**config.mk**
```make
export PLATFORM = sky130hd
export DESIGN_NAME = calc_sequencer
export DESIGN_NICKNAME = d
export VERILOG_FILES = /design/src/rtl/calc_sequencer.sv
export SDC_FILE = /design/constraint.sdc
export NUM_CORES = 1
export LEC_CHECK = 0
export CORE_UTILIZATION = 61
export CTS_BUF_LIST = sky130_fd_sc_hd__clkbuf_8
export DETAILED_ROUTE_END_ITERATION = 7
export GPL_TIMING_DRIVEN = 1
export HOLD_SLACK_MARGIN = 0.03
export PLACE_DENSITY = 0.88
export SLEW_MARGIN = 20
export SYNTH_ARGS = -nofsm -noshare
export SYNTH_HDL_FRONTEND = slang
export SYNTH_SLANG_ARGS = --single-unit
```
**constraint.sdc**
```tcl
create_clock -name MAX10_CLK1_50 -period 6.1 [get_ports MAX10_CLK1_50]
set_input_delay 1.22 -clock MAX10_CLK1_50 [delete_from_list [all_inputs] [get_ports MAX10_CLK1_50]]
set_output_delay 1.22 -clock MAX10_CLK1_50 [all_outputs]
set_load 0.05 [all_outputs]
```
**src/rtl/calc_sequencer.sv**
```systemverilog
`default_nettype none
// ============================================================================
// Module      : calc_sequencer
// Description : Front-end controller for the four-mode switch calculator.
//               Debounces KEY[0] (go) and KEY[1] (mode), cycles MODE, latches
//               the switch operands, issues a one-cycle START to the datapath,
//               waits for DONE with a timeout and holds the result for display.
// Options     : CALC_SEQ_AUTOCYCLE_EN - when defined, IDLE auto-advances MODE
//               and relaunches the held operation every HOLD_CYCLES cycles.
// Revision    : 1.0 - initial release
// ============================================================================
module calc_sequencer #(
    parameter int DEBOUNCE_CYCLES = 500000,
    parameter int TIMEOUT_CYCLES  = 16,
    parameter int HOLD_CYCLES     = 50000000
) (
    input  logic       MAX10_CLK1_50,
    input  logic       RESET,
    input  logic [1:0] KEY,
    input  logic [9:0] SW,
    output logic [1:0] MODE,
    output logic [3:0] X,
    output logic [3:0] Y,
    output logic [1:0] OPERATION,
    output logic       START,
    input  logic       DONE,
    input  logic [7:0] RESULT,
    output logic [7:0] DISP,
    output logic       BUSY,
    output logic       ERROR
);

    localparam int c_DB_W = (DEBOUNCE_CYCLES > 1) ? $clog2(DEBOUNCE_CYCLES) : 1;
    localparam int c_TO_W = (TIMEOUT_CYCLES > 1) ? $clog2(TIMEOUT_CYCLES) : 1;
    localparam logic [c_DB_W-1:0] c_DB_LAST  = c_DB_W'(DEBOUNCE_CYCLES - 1);
    localparam logic [c_TO_W-1:0] c_TO_LAST  = c_TO_W'(TIMEOUT_CYCLES - 1);
    localparam logic [7:0]        c_ERR_CODE = 8'hEE;

    typedef enum logic [1:0] {
        S_IDLE = 2'd0,
        S_EXEC = 2'd1,
        S_WAIT = 2'd2
    } state_t;

    state_t             r_state;
    state_t             w_state_nxt;
    logic [1:0]         w_press;
    logic               w_go;
    logic               w_mode;
    logic               w_latch;
    logic               w_mode_inc;
    logic               w_done_ok;
    logic               w_timeout;
    logic               w_auto_fire;
    logic [1:0]         r_mode;
    logic [3:0]         r_x;
    logic [3:0]         r_y;
    logic [1:0]         r_op;
    logic [7:0]         r_disp;
    logic               r_error;
    logic [c_TO_W-1:0]  r_wait_cnt;

    // Per-key synchronizer and debouncer; a press is a debounced 1->0 edge.
    genvar gi;
    generate
        for (gi = 0; gi < 2; gi++) begin : g_key
            logic              r_meta;
            logic              r_sync;
            logic              r_level;
            logic              r_pulse;
            logic [c_DB_W-1:0] r_cnt;

            // Two-stage synchronizer; resets to the released (high) level.
            always_ff @(posedge MAX10_CLK1_50 or posedge RESET) begin
                if (RESET) begin
                    r_meta <= 1'b1;
                    r_sync <= 1'b1;
                end else begin
                    r_meta <= KEY[gi];
                    r_sync <= r_meta;
                end
            end

            // Accept a new level only after DEBOUNCE_CYCLES consecutive cycles at it.
            always_ff @(posedge MAX10_CLK1_50 or posedge RESET) begin
                if (RESET) begin
                    r_level <= 1'b1;
                    r_cnt   <= '0;
                    r_pulse <= 1'b0;
                end else begin
                    r_pulse <= 1'b0;
                    if (r_sync == r_level) begin
                        r_cnt <= '0;
                    end else if (r_cnt == c_DB_LAST) begin
                        r_level <= r_sync;
                        r_cnt   <= '0;
                        r_pulse <= ~r_sync;
                    end else begin
                        r_cnt <= r_cnt + c_DB_W'(1);
                    end
                end
            end

            assign w_press[gi] = r_pulse;
        end
    endgenerate

    assign w_go   = w_press[0];
    assign w_mode = w_press[1];

    // State register.
    always_ff @(posedge MAX10_CLK1_50 or posedge RESET) begin
        if (RESET) begin
            r_state <= S_IDLE;
        end else begin
            r_state <= w_state_nxt;
        end
    end

    // Next-state and control strobes; presses outside IDLE are simply dropped.
    always_comb begin
        w_state_nxt = r_state;
        w_latch     = 1'b0;
        w_mode_inc  = 1'b0;
        w_done_ok   = 1'b0;
        w_timeout   = 1'b0;
        case (r_state)
            S_IDLE: begin
                w_mode_inc = w_mode;
                if (w_go) begin
                    w_latch     = 1'b1;
                    w_state_nxt = S_EXEC;
                end else if (w_auto_fire) begin
                    w_mode_inc  = 1'b1;
                    w_state_nxt = S_EXEC;
                end
            end
            S_EXEC: begin
                w_state_nxt = S_WAIT;
            end
            S_WAIT: begin
                // DONE takes priority over an expiry in the same cycle.
                if (DONE) begin
                    w_done_ok   = 1'b1;
                    w_state_nxt = S_IDLE;
                end else if (r_wait_cnt == c_TO_LAST) begin
                    w_timeout   = 1'b1;
                    w_state_nxt = S_IDLE;
                end
            end
            default: begin
                w_state_nxt = S_IDLE;
            end
        endcase
    end

    // Mode, operand, timeout counter and held-result registers.
    always_ff @(posedge MAX10_CLK1_50 or posedge RESET) begin
        if (RESET) begin
            r_mode     <= 2'd0;
            r_x        <= 4'd0;
            r_y        <= 4'd0;
            r_op       <= 2'd0;
            r_disp     <= 8'd0;
            r_error    <= 1'b0;
            r_wait_cnt <= '0;
        end else begin
            if (w_mode_inc) begin
                r_mode <= r_mode + 2'd1;
            end
            if (w_latch) begin
                r_x  <= SW[3:0];
                r_y  <= SW[7:4];
                r_op <= SW[9:8];
            end
            if (r_state == S_EXEC) begin
                r_wait_cnt <= '0;
            end else if (r_state == S_WAIT) begin
                r_wait_cnt <= r_wait_cnt + c_TO_W'(1);
            end
            if (w_done_ok) begin
                r_disp  <= RESULT;
                r_error <= 1'b0;
            end else if (w_timeout) begin
                r_disp  <= c_ERR_CODE;
                r_error <= 1'b1;
            end
        end
    end

`ifdef CALC_SEQ_AUTOCYCLE_EN
    localparam int c_HOLD_W = (HOLD_CYCLES > 1) ? $clog2(HOLD_CYCLES) : 1;
    localparam logic [c_HOLD_W-1:0] c_HOLD_LAST = c_HOLD_W'(HOLD_CYCLES - 1);

    logic                r_have_result;
    logic [c_HOLD_W-1:0] r_dwell;

    // Dwell counter runs only in IDLE after a good result; any press restarts it.
    always_ff @(posedge MAX10_CLK1_50 or posedge RESET) begin
        if (RESET) begin
            r_have_result <= 1'b0;
            r_dwell       <= '0;
        end else begin
            if (w_done_ok) begin
                r_have_result <= 1'b1;
            end
            if ((r_state != S_IDLE) || (|w_press) || !r_have_result || r_error) begin
                r_dwell <= '0;
            end else if (r_dwell != c_HOLD_LAST) begin
                r_dwell <= r_dwell + c_HOLD_W'(1);
            end
        end
    end

    assign w_auto_fire = r_have_result & ~r_error & ~(|w_press) & (r_dwell == c_HOLD_LAST);
`else
    logic w_unused_hold;
    assign w_unused_hold = (HOLD_CYCLES != 0);
    assign w_auto_fire   = 1'b0;
`endif

    assign MODE      = r_mode;
    assign X         = r_x;
    assign Y         = r_y;
    assign OPERATION = r_op;
    assign DISP      = r_disp;
    assign ERROR     = r_error;
    assign START     = (r_state == S_EXEC);
    assign BUSY      = (r_state != S_IDLE);

endmodule
`default_nettype wire
```
* After elaboration in Yosys (flattened, before gate mapping)
Cells that the tools add are included.
Word-level totals: register bits 73, latch bits 0, bits in writable memories 0, ROM bits 0, input bits 23, output and inout bits 23, word-level logic and storage cells 68, memories kept 0
Cells by class: add/sub/neg operators 4, multiply operators 0, divide/modulo/power cells 0, magnitude comparators 0, equal/unequal tests 9, shift operators 0, multiplexer cells 26, bitwise operators 4, reductions and logical operators 7
Operators by type and width (number):
- 2-to-1 mux 19 bit | 4
- adder 19 x 1 -> 19 bit, second input constant | 2
- == test 19 bit, second input constant | 2
- 2-to-1 mux 8 bit | 2
- 2-to-1 mux 1 bit | 14
- 2-to-1 mux 4 bit | 2
- 2-to-1 mux 2 bit | 3
- one-hot mux 2 bit (3 select lines) | 1
- AND reduction 2 bit | 3
- nonzero test 2 bit | 3
- adder 4 x 1 -> 4 bit, second input constant | 1
- == test 4 bit, second input constant | 1
- inverter 1 bit | 4
- inequality test 3 bit, second input constant | 1
- adder 2 x 1 -> 2 bit, second input constant | 1
- == test 1 bit | 2
- == test 2 x 1 -> 1 bit, second input constant | 1
- == test 2 bit, second input constant | 1
- zero test 2 bit | 1
- inequality test 2 bit, second input constant | 1

* Depth between registers and ports, before layout
Gate-level depths: netlist (run 1).
depth in word-level cells 6, gate-level depth with buffers 6, depth with buffers taken out 6

* Least setup slack after synthesis (run 1)
Ideal clock, no wire load.
kind flip-flop to output port, start point reg r_state[1], end point out START, arrival 984 ps, data required time 4880 ps, setup slack 3896 ps, stages on the path, launching flop included 3, buffers on the path 0, cells stage by stage dfrtp_1 > inv_1 > ha_1
On the way: cells in the longest elaborated chain, start to end 1
RTL lines:
- start: declaration | line 45 | state_t r_state;
- start signal: assignment | line 116 | r_state <= w_state_nxt;
- == test 2 x 1 -> 1 bit | line 228 | assign START = (r_state == S_EXEC);
- end: declaration | line 25 | output logic START,
No other way between the ends.

* Worst setup path after layout (run 1)
Same ends and word-level chain as after synthesis.

==> results of run 1 <==
synthesized netlist by cell type (7+ instances only):
| cell type | count | area share |
|---|---|---|
| sky130_fd_sc_hd__nand4_1 | 12 | 0.023 |
| sky130_fd_sc_hd__xnor2_1 | 24 | 0.063 |
| sky130_fd_sc_hd__nor4_1 | 9 | 0.017 |
| sky130_fd_sc_hd__a21oi_1 | 9 | 0.014 |
| sky130_fd_sc_hd__dfrtp_1 | 67 | 0.51 |
| sky130_fd_sc_hd__ha_1 | 7 | 0.026 |
| sky130_fd_sc_hd__xor2_1 | 7 | 0.018 |
| sky130_fd_sc_hd__nand3_1 | 19 | 0.029 |
| sky130_fd_sc_hd__nor2_1 | 36 | 0.041 |
| sky130_fd_sc_hd__inv_1 | 14 | 0.016 |
| sky130_fd_sc_hd__nand2_1 | 13 | 0.015 |
| sky130_fd_sc_hd__mux2_2 | 13 | 0.044 |
power by group:
part	switching, W	total [W]	internal, W
logic	0.0000337	0.0000590	0.0000253
registers	0.00000644	0.000499	0.000493
clock network	0.000185	0.000498	0.000314
total	0.000225	0.00106	0.000832
how the worst max path moves through the flow:
stage,end,slack [ns]
2_1_floorplan,DISP[0]$_DFFE_PP0P_,3.04
6_report,START,2.90
3_5_place_dp,START,3.28
3_3_place_gp,START,3.35
4_1_cts,START,2.91
5_1_grt,START,2.84
metrics by stage:
stage / utilization / hold WS [ns] / total power (W) / setup WS, ns / area, um2
finish: 0.794 / 0.360 / 0.00106 / 2.90 / 4110
floorplan: - / 0.345 / 0.000540 / 3.04 / 3310
detailed placement: 0.743 / 0.349 / 0.000568 / 3.28 / 3840
global placement: 0.743 / 0.346 / 0.000567 / 3.35 / 3840
global route: 0.794 / 0.363 / 0.00109 / 2.84 / 4110
CTS: 0.794 / 0.361 / 0.00106 / 2.91 / 4110
per-layer routing:
layer  wire length [um]  up-vias  track usage
li1                   -     1166            -
met1               2880     1193        0.306
met2               3240       65        0.422
met3                330       11       0.0767
met4                120        0        0.113
met5                  0        -            0
final cells by class:
type                    count  area, um2
flip-flops and latches     73       1830
multi-input cells         206       1400
fillers                   319       1060
repair buffers             47        465
clock inverters             7        143
clock buffers               9        124
well taps                  70       87.6
inverters                  14       52.6
critical path, delay by kind of cell (launching register included):
family / cells / cell delay (ns)
adder cells (fa/ha/maj): 1 / 0.27
flip-flops: 1 / 0.40
buffers and inverters: 2 / 0.96
state kept, by name, indices dropped and copies added (netlist names):
name,count
r_state,2
g_key.r_level,2
MODE,2
r_wait_cnt,4
g_key.r_sync,2
g_key.r_meta,2
X,4
DISP,8
g_key.r_pulse,2
Y,4
OPERATION,2
ERROR,1
g_key.r_cnt,38
kinds of logic (layout without fill, tap and decap cells):
kind of cell | count (synthesis) | in the layout | synth area share
XOR/XNOR | 31 | 31 | 0.0819
AO/OA/AOI/OAI | 35 | 35 | 0.0774
flip-flops | 73 | 73 | 0.553
adder cells (fa/ha/maj) | 7 | 7 | 0.0264
multiplexers | 13 | 13 | 0.0442
AND/OR/NAND/NOR | 120 | 120 | 0.193
buffers and inverters | 18 | 77 | 0.0238
layout by cell type (no fill, tap or decap), types with 3 or more instances in the layout:
cell	synthesis	layout
sky130_fd_sc_hd__a21oi_1	9	9
sky130_fd_sc_hd__bufinv_16	0	4
sky130_fd_sc_hd__clkbuf_8	0	9
sky130_fd_sc_hd__clkdlybuf4s50_1	0	45
sky130_fd_sc_hd__dfrtp_1	67	67
sky130_fd_sc_hd__dfstp_2	6	6
sky130_fd_sc_hd__ha_1	7	7
sky130_fd_sc_hd__inv_1	14	13
sky130_fd_sc_hd__mux2_2	13	13
sky130_fd_sc_hd__nand2_1	13	13
sky130_fd_sc_hd__nand3_1	19	19
sky130_fd_sc_hd__nand4_1	12	12
sky130_fd_sc_hd__nor2_1	36	36
sky130_fd_sc_hd__nor3_1	6	6
sky130_fd_sc_hd__nor4_1	9	9
sky130_fd_sc_hd__o21ai_0	6	6
sky130_fd_sc_hd__o22a_1	6	6
sky130_fd_sc_hd__or3_1	4	4
sky130_fd_sc_hd__or4_1	3	3
sky130_fd_sc_hd__xnor2_1	24	24
sky130_fd_sc_hd__xor2_1	7	7
==> impl_summary.md, run 1 <==
Setup path
The endpoint arrival time on the critical path is 1.98 ns. On the critical path, the stage with the largest delay is an instance of sky130_fd_sc_hd__clkdlybuf4s50_1. The endpoint class of the critical path is an output port. The worst register-to-register path ends at g_key[1].r_cnt[15]$_DFF_PP0_.

The worst reg-to-reg setup slack is 3.82 ns. Of all nets on the critical path, the largest fanout is 6. Walking the worst path, the cells encountered are inv_1, ha_1, clkdlybuf4s50_1. At the worst endpoint, the required time is 4.88 ns. The launch point of the critical path is r_state[1]$_DFFE_PP0P_. The type of the setup path with the least slack is reg2out.

The worst setup path is launched from a register. The worst reg2reg path startpoint is g_key[1].r_cnt[11]$_DFF_PP0_. The delay of the slowest critical-path stage is 0.84 ns. The worst-case reg-to-reg path depth is 4.

Clocking
The cell chosen for the clock root is sky130_fd_sc_hd__clkbuf_8. The clock tree from TritonCTS is done. The clock passes through at most 2 buffers. After clock tree synthesis, the clock-pin slew on the worst setup and hold paths is 0.08 ns. The clock reaches the later pin of the worst-skew pair after 0.35 ns. Post-CTS timing repair inserted 0 buffers for setup. The H-tree was split into 3 levels. The sink count of the clock tree is 73.

The total of cells resized after clock tree synthesis is 0. Clock tree synthesis inserted a total of 9 buffers. In this run, post-CTS hold repair placed 0 buffers.

Timing
The final setup skew is 0.00840 ns. The shortest period the worst path allows is 3.20 ns. The maximum achievable frequency is 313 MHz. The setup violation total in the final timing report is 0.

Of the available clock period, the critical path in the final layout requires 0.525. The final-report max-slew violation count was 0. The number of hold violations in the final report is 0. At the pin with the least slew margin, the transition time is 0.875 ns.

Measured against its own limit, the worst slew margin works out to 0.417. Adding up every negative setup slack in the final design gives 0 ns. Setup repair after global routing left no endpoint under its margin.

Synth
The share of synthesized flip-flops with an asynchronous set or reset is 1.00. The total nets after synthesis is 327. Synthesis produced 297 cells. In this run, synthesis produced a sequential element count of 73. Yosys mapped a number of flops with a built-in enable equal to 0. The average instance in the mapped netlist occupies 11.2 um2. The post-synthesis instance area is 0.00331 mm2. Synthesis instantiated 45 different standard cells from the library.

The sequential-to-total area share from yosys stat is 0.553. During synthesis, Yosys emitted a total of 0 warnings. In the synthesized netlist the dominant register cell turns out to be sky130_fd_sc_hd__dfrtp_1.

Power
Summed over all cells, the static leakage comes to 1.68 nW. Across the VDD grid, the largest voltage drop is 0.000208 V. The total power divided by cell area is 257 mW/mm2.

Global route
The via count of the first global-routing pass is 2371. The maximum number of pins on one net before global-route repair is 74. The overflow left after global routing is 0.

The first global-routing pass estimated 10.4 mm of wire. The number of antenna violations at the first check in global routing is 0. Across every metal layer, demand over resource in global routing totals 0.253.

Floorplan
The x dimension of the die is 75.7 um. The initial utilization of the core area, before any placement, comes to 0.641. The vertical die dimension is 75.7 um. The core region is 0.00517 mm2. The number of top-level design ports is 46. After floorplanning, the core was divided into 26 placement rows. The full die area is 0.00573 mm2.

Cells and area
The post-synthesis to final-layout area growth is 23.9%. Of the cells placed in the final design, the portion with a size suffix greater than 1 is 0.126. The final instance count without filler cells is 426. The post-layout net count is 381.

The number of antenna diodes in the final layout is 0.

Outcome
The run finished with clean final reports.

Detailed routing
The first-pass detailed-route iteration total is 5. The number of vias per cell is 5.72. After detailed routing, the number of remaining DRC violations is 0. Dividing the detail-routed wire length by the instance count gives 15.4 um.

The detailed router finished its first iteration with 265 violations. The count of nets left with antenna violations once routing finished came out at 0. The total number of vias is 2435. The routed design has 6.57 mm of wire.

Place
The routability congestion estimate from global placement is 0.913. The number of buffers inserted by port buffering is 45. Detailed placement ended at an HPWL of 4.38 mm. The placed instance count is 410.

Hold path
The worst hold endpoint is g_key[1].r_sync$_DFF_PP1_. The worst hold path belongs to the class reg2reg. The startpoint identified for the worst hold timing path is g_key[1].r_meta$_DFF_PP1_.

The cell depth of the worst hold path is 0.

Job
The tool flagged a number of max-cap violations equal to 0.
(Power assumes the default switching activity.)
==> run 2, diff against run 1 <==
--- a/config.mk
+++ b/config.mk
@@ -5,12 +5,12 @@
 export SDC_FILE = /design/constraint.sdc
 export NUM_CORES = 1
 export LEC_CHECK = 0
-export CORE_UTILIZATION = 61
+export CORE_UTILIZATION = 56
 export CTS_BUF_LIST = sky130_fd_sc_hd__clkbuf_8
 export DETAILED_ROUTE_END_ITERATION = 7
 export GPL_TIMING_DRIVEN = 1
 export HOLD_SLACK_MARGIN = 0.03
-export PLACE_DENSITY = 0.88
+export PLACE_DENSITY = 0.81
 export SLEW_MARGIN = 20
 export SYNTH_ARGS = -nofsm -noshare
 export SYNTH_HDL_FRONTEND = slang
==> constraint.sdc (replaced) <==
create_clock -name MAX10_CLK1_50 -period 3.3 [get_ports MAX10_CLK1_50]
set_input_delay 0.66 -clock MAX10_CLK1_50 [delete_from_list [all_inputs] [get_ports MAX10_CLK1_50]]
set_output_delay 0.66 -clock MAX10_CLK1_50 [all_outputs]
set_load 0.05 [all_outputs]
==> impl_summary.md, run 2 (synthesis results as in run 1) <==
Outcome
The flow ran to the end, and the final reports show no timing, DRC or antenna violations.

Cells and area
The count of inserted antenna diode cells is 0 (unchanged). The layout filler cell count is 426 (+34%). The fraction of final layout cells sized beyond drive strength 1 is 0.115 (-0.0112).

The flip-flop count of the largest register after layout is 38 (unchanged). The total area of multi-input combinational cells was 0.00140 mm2 (unchanged). In the layout the commonest cells are sky130_fd_sc_hd__dfrtp_1 (67), sky130_fd_sc_hd__clkdlybuf4s50_1 (45), sky130_fd_sc_hd__nor2_1 (36).

The post-synthesis to final-layout area growth is 22.1%. The footprint of the flip-flops and latches came to 0.00183 mm2 (unchanged). The library cell used most frequently in the layout, excluding fill and tap cells, is sky130_fd_sc_hd__dfrtp_1. The register containing the most flip-flops in the final layout is g_key.r_cnt. The post-layout net count is 381 (unchanged).

Setup path
The worst reg-to-reg setup slack came to 1.11 ns (-2.71 ns). The worst setup path is launched from a register. The worst setup path is captured at an output port.

The endpoint identified for the worst register-to-register timing path is g_key[0].r_cnt[2]$_DFF_PP0_. The type of the setup path with the least slack is reg2out. The endpoint arrival time on the critical path is 1.95 ns (-0.03 ns).

The worst reg2reg path startpoint is g_key[0].r_cnt[0]$_DFF_PP0_. The worst endpoint required time is 2.64 ns (-2.24 ns). The largest fanout on the critical path came to 6 (unchanged). The worst-case reg-to-reg path depth is 5 (+1).

Clocking
The maximum buffer depth of the clock tree is 2 (unchanged). The sink count of the clock tree came to 73 (unchanged). The total clock buffers created by CTS is 9 (unchanged). The cell chosen for the clock root is sky130_fd_sc_hd__clkbuf_8.

The clock transition at the register clock pins on the worst setup and hold paths after CTS is 0.07 ns (about the same). The total of cells resized after clock tree synthesis was 0 (unchanged). The clock insertion delay at the later pin of the skew report is 0.35 ns (about the same). The post-CTS repair timing setup buffer count was 0 (unchanged). The count of hold-fix buffers inserted at cts is 0 (unchanged). The CTS H-tree depth is 3 (unchanged). TritonCTS built the clock tree.

Power
The switching part of the total is 0.225 (+0.0119). The reported net switching power is 0.000382 W (+70%). The sequential cell fraction of total power is 0.543 (+0.071). The clock network fraction of total power was 0.393 (-0.079). The total power divided by cell area is 420 mW/mm2 (+63%). The total leakage power is 1.66 nW (-1.3%). The total internal power is 0.00132 W (+59%).

The worst IR drop on VDD is 0.000254 V (+22%). The part of the power in combinational logic was 0.065 (+0.009).

Timing
The final setup skew came to 0.00347 ns (-0.00492 ns). The shortest period the worst path allows is 2.61 ns. Setup repair after global routing left no endpoint under its margin.

The total negative slack is 0 ns (unchanged). The relative slew slack was 0.518 (+0.101). The number of hold violations in the final report is 0 (unchanged).

The transition time at the pin with the least slew margin is 0.715 ns (-0.159 ns). The maximum achievable frequency is 383 MHz. The final-layout worst hold slack was 0.353 ns (-0.00747 ns). The post-layout worst setup margin came to 0.689 ns (-2.21 ns).

The final cycle utilization of the critical path is 0.791. The setup violation total in the final timing report was 0 (unchanged). The final-report max-slew violation count came to 0 (unchanged).

Detailed routing
The remaining routing DRC violations is 0 (unchanged). The detailed router's first-iteration violation count is 99 (-63%). The total number of vias is 2377 (-2.4%). The total routed wirelength is 5.89 mm (-10%). The post-route antenna net violation count came to 0 (unchanged). The number of vias per cell is 5.55 (-2.8%).

The routed wire length per instance is 13.8 um (-11%). The first-pass detailed-route iteration total is 4 (-1).

Floorplan
The x dimension of the die is 78.9 um (+4.3%). The full die area is 0.00623 mm2 (+8.7%). The standard-cell row count came to 27 (+3.8%). The effective utilization at floorplan came to 0.591 (-0.0498). The core box area came to 0.00561 mm2 (+8.4%). The vertical die dimension is 78.9 um (+4.3%). The number of top-level design ports is 46 (unchanged).

Job
The reported max-cap violation count is 0 (unchanged).

Global route
The global-route wire length before repair came to 10.5 mm (+0.79%). The via count of the first global-routing pass is 2427 (+2.4%). The number of antenna violations at the first check in global routing was 0 (unchanged).

The overflow left after global routing is 0 (unchanged). The maximum number of pins on one net before global-route repair is 44 (-41%). The aggregate global-route resource usage is 0.221 (-0.0319).

Place
The half-perimeter wire length after placement was 4.10 mm (-6.5%). The number of buffers inserted by port buffering is 45 (unchanged). The worst setup timing slack at the placement stage is 1.06 ns (-2.23 ns). The routability congestion estimate from global placement is 0.824 (-9.7%).

Hold path
The class of the worst hold path is reg2reg. The cell depth of the worst hold path is 0 (unchanged). The startpoint of the tightest hold check path is g_key[1].r_meta$_DFF_PP1_. For hold timing, the worst endpoint is g_key[1].r_sync$_DFF_PP1_.
## run 2: layout make-up
cell class | instances | share of cell area
repair buffers | 47 | 0.118
clock inverters | 6 | 0.0130
flip-flops and latches | 73 | 0.453
multi-input cells | 206 | 0.346
well taps | 72 | 0.0223
clock buffers | 10 | 0.0340
inverters | 14 | 0.0130
## run 2: stage by stage
stage / power, W / cells / cell area, um2 / utilization
2_1_floorplan: 0.000998 / 297 / 3310 / -
3_3_place_gp: 0.00105 / 412 / 3860 / 0.688
3_5_place_dp: 0.00105 / 412 / 3860 / 0.688
4_1_cts: 0.00172 / 428 / 4050 / 0.722
5_1_grt: 0.00177 / 428 / 4050 / 0.722
6_report: 0.00170 / 428 / 4050 / 0.722
## run 2: power groups by stage
stage                     clock [W]  sequential, W  combinational [W]
after floorplan                   0       0.000960          0.0000381
after global placement            0       0.000938           0.000110
after detailed placement          0       0.000939           0.000112
after CTS                  0.000689       0.000923           0.000112
after global routing       0.000727       0.000924           0.000122
final                      0.000668       0.000923           0.000110
## run 2: per-layer routing
metal / routed length, um / part of all wire / GRT usage
met1: 2600 / 0.44 / 0.272
met2: 2820 / 0.48 / 0.362
met3: 354 / 0.060 / 0.0816
met4: 113 / 0.019 / 0.0764
met5: 0 / 0 / 0
## run 2: worst max-delay path by stage
stage | depth (start not counted) | from | end
CTS | 3 | r_state[1]$_DFFE_PP0P_ | START
global placement | 3 | r_state[1]$_DFFE_PP0P_ | START
floorplan | 1 | RESET | DISP[0]$_DFFE_PP0P_
finish | 3 | r_state[1]$_DFFE_PP0P_ | START
global route | 3 | r_state[1]$_DFFE_PP0P_ | START
detailed placement | 3 | r_state[1]$_DFFE_PP0P_ | START
## run 2: worst max-delay path: stages (launching register included)
cell and delay, ns:
sky130_fd_sc_hd__dfrtp_1 0.38, sky130_fd_sc_hd__inv_1 0.11, sky130_fd_sc_hd__ha_1 0.27, sky130_fd_sc_hd__clkdlybuf4s50_1 0.84
==> run 3, diff against run 2 <==
==> constraint.sdc (replaced) <==
create_clock -name MAX10_CLK1_50 -period 2.6 [get_ports MAX10_CLK1_50]
set_input_delay 0.52 -clock MAX10_CLK1_50 [delete_from_list [all_inputs] [get_ports MAX10_CLK1_50]]
set_output_delay 0.52 -clock MAX10_CLK1_50 [all_outputs]
set_load 0.05 [all_outputs]
==> impl_summary.md, run 3 (synthesis results as in run 1) <==
Cells and area
The final instance area was 0.00407 mm2 (+0.49%). The flip-flop count of the largest register after layout is 38 (unchanged). The top cell types in the final layout, fill and taps aside, are sky130_fd_sc_hd__dfrtp_1 (67), sky130_fd_sc_hd__clkdlybuf4s50_1 (45), sky130_fd_sc_hd__nor2_1 (36). The count of inserted antenna diode cells was 0 (unchanged). The fraction of final layout cells sized beyond drive strength 1 was 0.126 (+0.0109).

The post-synthesis to final-layout area growth is 22.7%. The final instance count without filler cells is 429 (+0.23%). The register containing the most flip-flops in the final layout is g_key.r_cnt.

The library cell used most frequently in the layout, excluding fill and tap cells, is sky130_fd_sc_hd__dfrtp_1. The post-layout net count is 383 (+0.52%).

Timing
In the finished design, the share of the clock period the worst path needs comes to 0.963. Derived from the worst setup path, the maximum achievable clock frequency is 399 MHz. The number of hold violations in the final report is 0 (unchanged).

The shortest period the worst path allows is 2.50 ns. The transition time at the pin with the least slew margin came to 0.553 ns (-0.162 ns). Setup repair after global routing left no endpoint under its margin. The final setup skew came to 0.00589 ns (+0.00242 ns). The setup violation total in the final timing report is 0 (unchanged). The final-layout worst hold slack is 0.357 ns (+0.00397 ns). The final-report max-slew violation count came to 0 (unchanged). The relative slew slack was 0.628 (+0.110). The total negative slack was 0 ns (unchanged).

Power
The total power draw is 0.00219 W (+29%). The reported net switching power is 0.000487 W (+27%). The sequential cell fraction of total power is 0.535 (-0.008). The total leakage power is 1.67 nW (+0.47%). The total internal power is 0.00170 W (+29%). The worst IR drop on VDD is 0.000347 V (+37%). The switching part of the total was 0.223 (-0.00222). The part of the power in combinational logic is 0.064 (about the same). The clock network fraction of total power was 0.401 (+0.008). The total power divided by cell area is 539 mW/mm2 (+28%).

Setup path
The worst setup path is of the reg2out kind. The endpoint arrival time on the critical path is 1.98 ns (+0.03 ns). The endpoint class of the critical path is an output port. The largest fanout on the critical path came to 6 (unchanged). The slowest stage of the critical path is the sky130_fd_sc_hd__clkdlybuf4s50_1 cell. STA classifies the critical path startpoint as a register.

The delay of the slowest critical-path stage came to 0.84 ns (about the same). The worst endpoint required time was 2.08 ns (-0.56 ns). Traced cell by cell, the critical path runs through inv_1, ha_1, clkdlybuf4s50_1.

Clocking
The CTS H-tree depth is 3 (unchanged). The clock transition at the register clock pins on the worst setup and hold paths after CTS was 0.07 ns (about the same). The tree is rooted in a sky130_fd_sc_hd__clkbuf_8. The sink count of the clock tree is 73 (unchanged). The maximum buffer depth of the clock tree is 2 (unchanged). The count of hold-fix buffers inserted at cts is 0 (unchanged). The clock insertion delay at the later pin of the skew report is 0.34 ns (about the same). The total of cells resized after clock tree synthesis came to 0 (unchanged). The post-CTS repair timing setup buffer count is 0 (unchanged). The total clock buffers created by CTS is 9 (unchanged). TritonCTS built the clock tree.

Floorplan
The vertical die dimension is 78.9 um (unchanged). The standard-cell row count is 27 (unchanged). The x dimension of the die is 78.9 um (unchanged). The number of top-level design ports is 46 (unchanged). The effective utilization at floorplan came to 0.591 (unchanged). The full die area is 0.00623 mm2 (unchanged). The core box area is 0.00561 mm2 (unchanged).

Global route
The number of antenna violations at the first check in global routing is 0 (unchanged). The global-route wire length before repair came to 10.9 mm (+3.5%). The overflow left after global routing is 0 (unchanged).

The via count of the first global-routing pass is 2463 (+1.5%). The maximum number of pins on one net before global-route repair was 74 (+68%). The aggregate global-route resource usage is 0.231 (+0.00951).

Detailed routing
The remaining routing DRC violations is 0 (unchanged). The total number of vias is 2441 (+2.7%). The total routed wirelength is 6.31 mm (+7.2%). The number of vias per cell is 5.69 (+2.5%). The first-pass detailed-route iteration total is 4 (unchanged). The routed wire length per instance is 14.7 um (+6.9%). The detailed router's first-iteration violation count was 146 (+47%). The post-route antenna net violation count is 0 (unchanged).

Place
The routability congestion estimate from global placement came to 0.846 (+2.7%). The total cell area at the placement stage was 0.00387 mm2 (+0.39%). The half-perimeter wire length after placement was 4.32 mm (+5.3%). The placed instance count is 414 (+0.49%). The number of buffers inserted by port buffering is 45 (unchanged).

Job
The reported max-cap violation count is 0 (unchanged).

Hold path
The class of the worst hold path is reg2reg.

Outcome
The run finished with clean final reports.
==> run 3: final timing paths <==
path                       slack [ns]                    startpoint  cells past startpoint                            to
setup / recovery                  0.1        r_state[1]$_DFFE_PP0P_                      3                         START
hold / removal                   0.36     g_key[0].r_meta$_DFF_PP1_                      0     g_key[0].r_sync$_DFF_PP1_
setup reg to reg                 0.39  g_key[1].r_cnt[11]$_DFF_PP0_                      4  g_key[1].r_cnt[14]$_DFF_PP0_
hold reg to reg                  0.36     g_key[0].r_meta$_DFF_PP1_                      0     g_key[0].r_sync$_DFF_PP1_
max in group asynchronous        1.69                         RESET                      3     g_key[0].r_sync$_DFF_PP1_
min in group asynchronous        0.58                         RESET                      3  g_key[0].r_cnt[13]$_DFF_PP0_
==> run 3: through the flow <==
stage,worst slack [ns],util
6_report,0.0963,0.725
4_1_cts,0.0767,0.725
2_1_floorplan,0.237,-
3_5_place_dp,0.386,0.690
5_1_grt,0.0368,0.725
3_3_place_gp,0.449,0.690
==> run 3: routing by layer <==
| metal | track usage | wire, um | up-vias |
|---|---|---|---|
| li1 | - | - | 1171 |
| met1 | 0.284 | 2680 | 1178 |
| met2 | 0.379 | 3120 | 79 |
| met3 | 0.0586 | 404 | 13 |
| met4 | 0.115 | 106 | 0 |
| met5 | 0 | 0 | - |
==> run 3: power groups by stage <==
stage | logic, W | clock network (W) | registers [W]
after floorplan | 0.0000484 | 0 | 0.00122
after global placement | 0.000141 | 0 | 0.00119
after detailed placement | 0.000143 | 0 | 0.00119
after CTS | 0.000144 | 0.000898 | 0.00117
after global routing | 0.000155 | 0.000950 | 0.00117
final | 0.000141 | 0.000878 | 0.00117
==> run 3: area by class of cell <==
cell class	count	area (um2)
Sequential cell	73	1830
Fill cell	406	1540
Multi-Input combinational cell	206	1400
Timing Repair Buffer	49	493
Clock buffer	11	151
Tap cell	72	90.1
Inverter	14	52.6
Clock inverter	4	43.8
==> run 3: worst max-delay path, delay by kind of cell (launching register included) <==
kind       cells  cell delay, ns
fa+ha+maj      1            0.29
buf+inv        2            0.96
flops          1            0.39
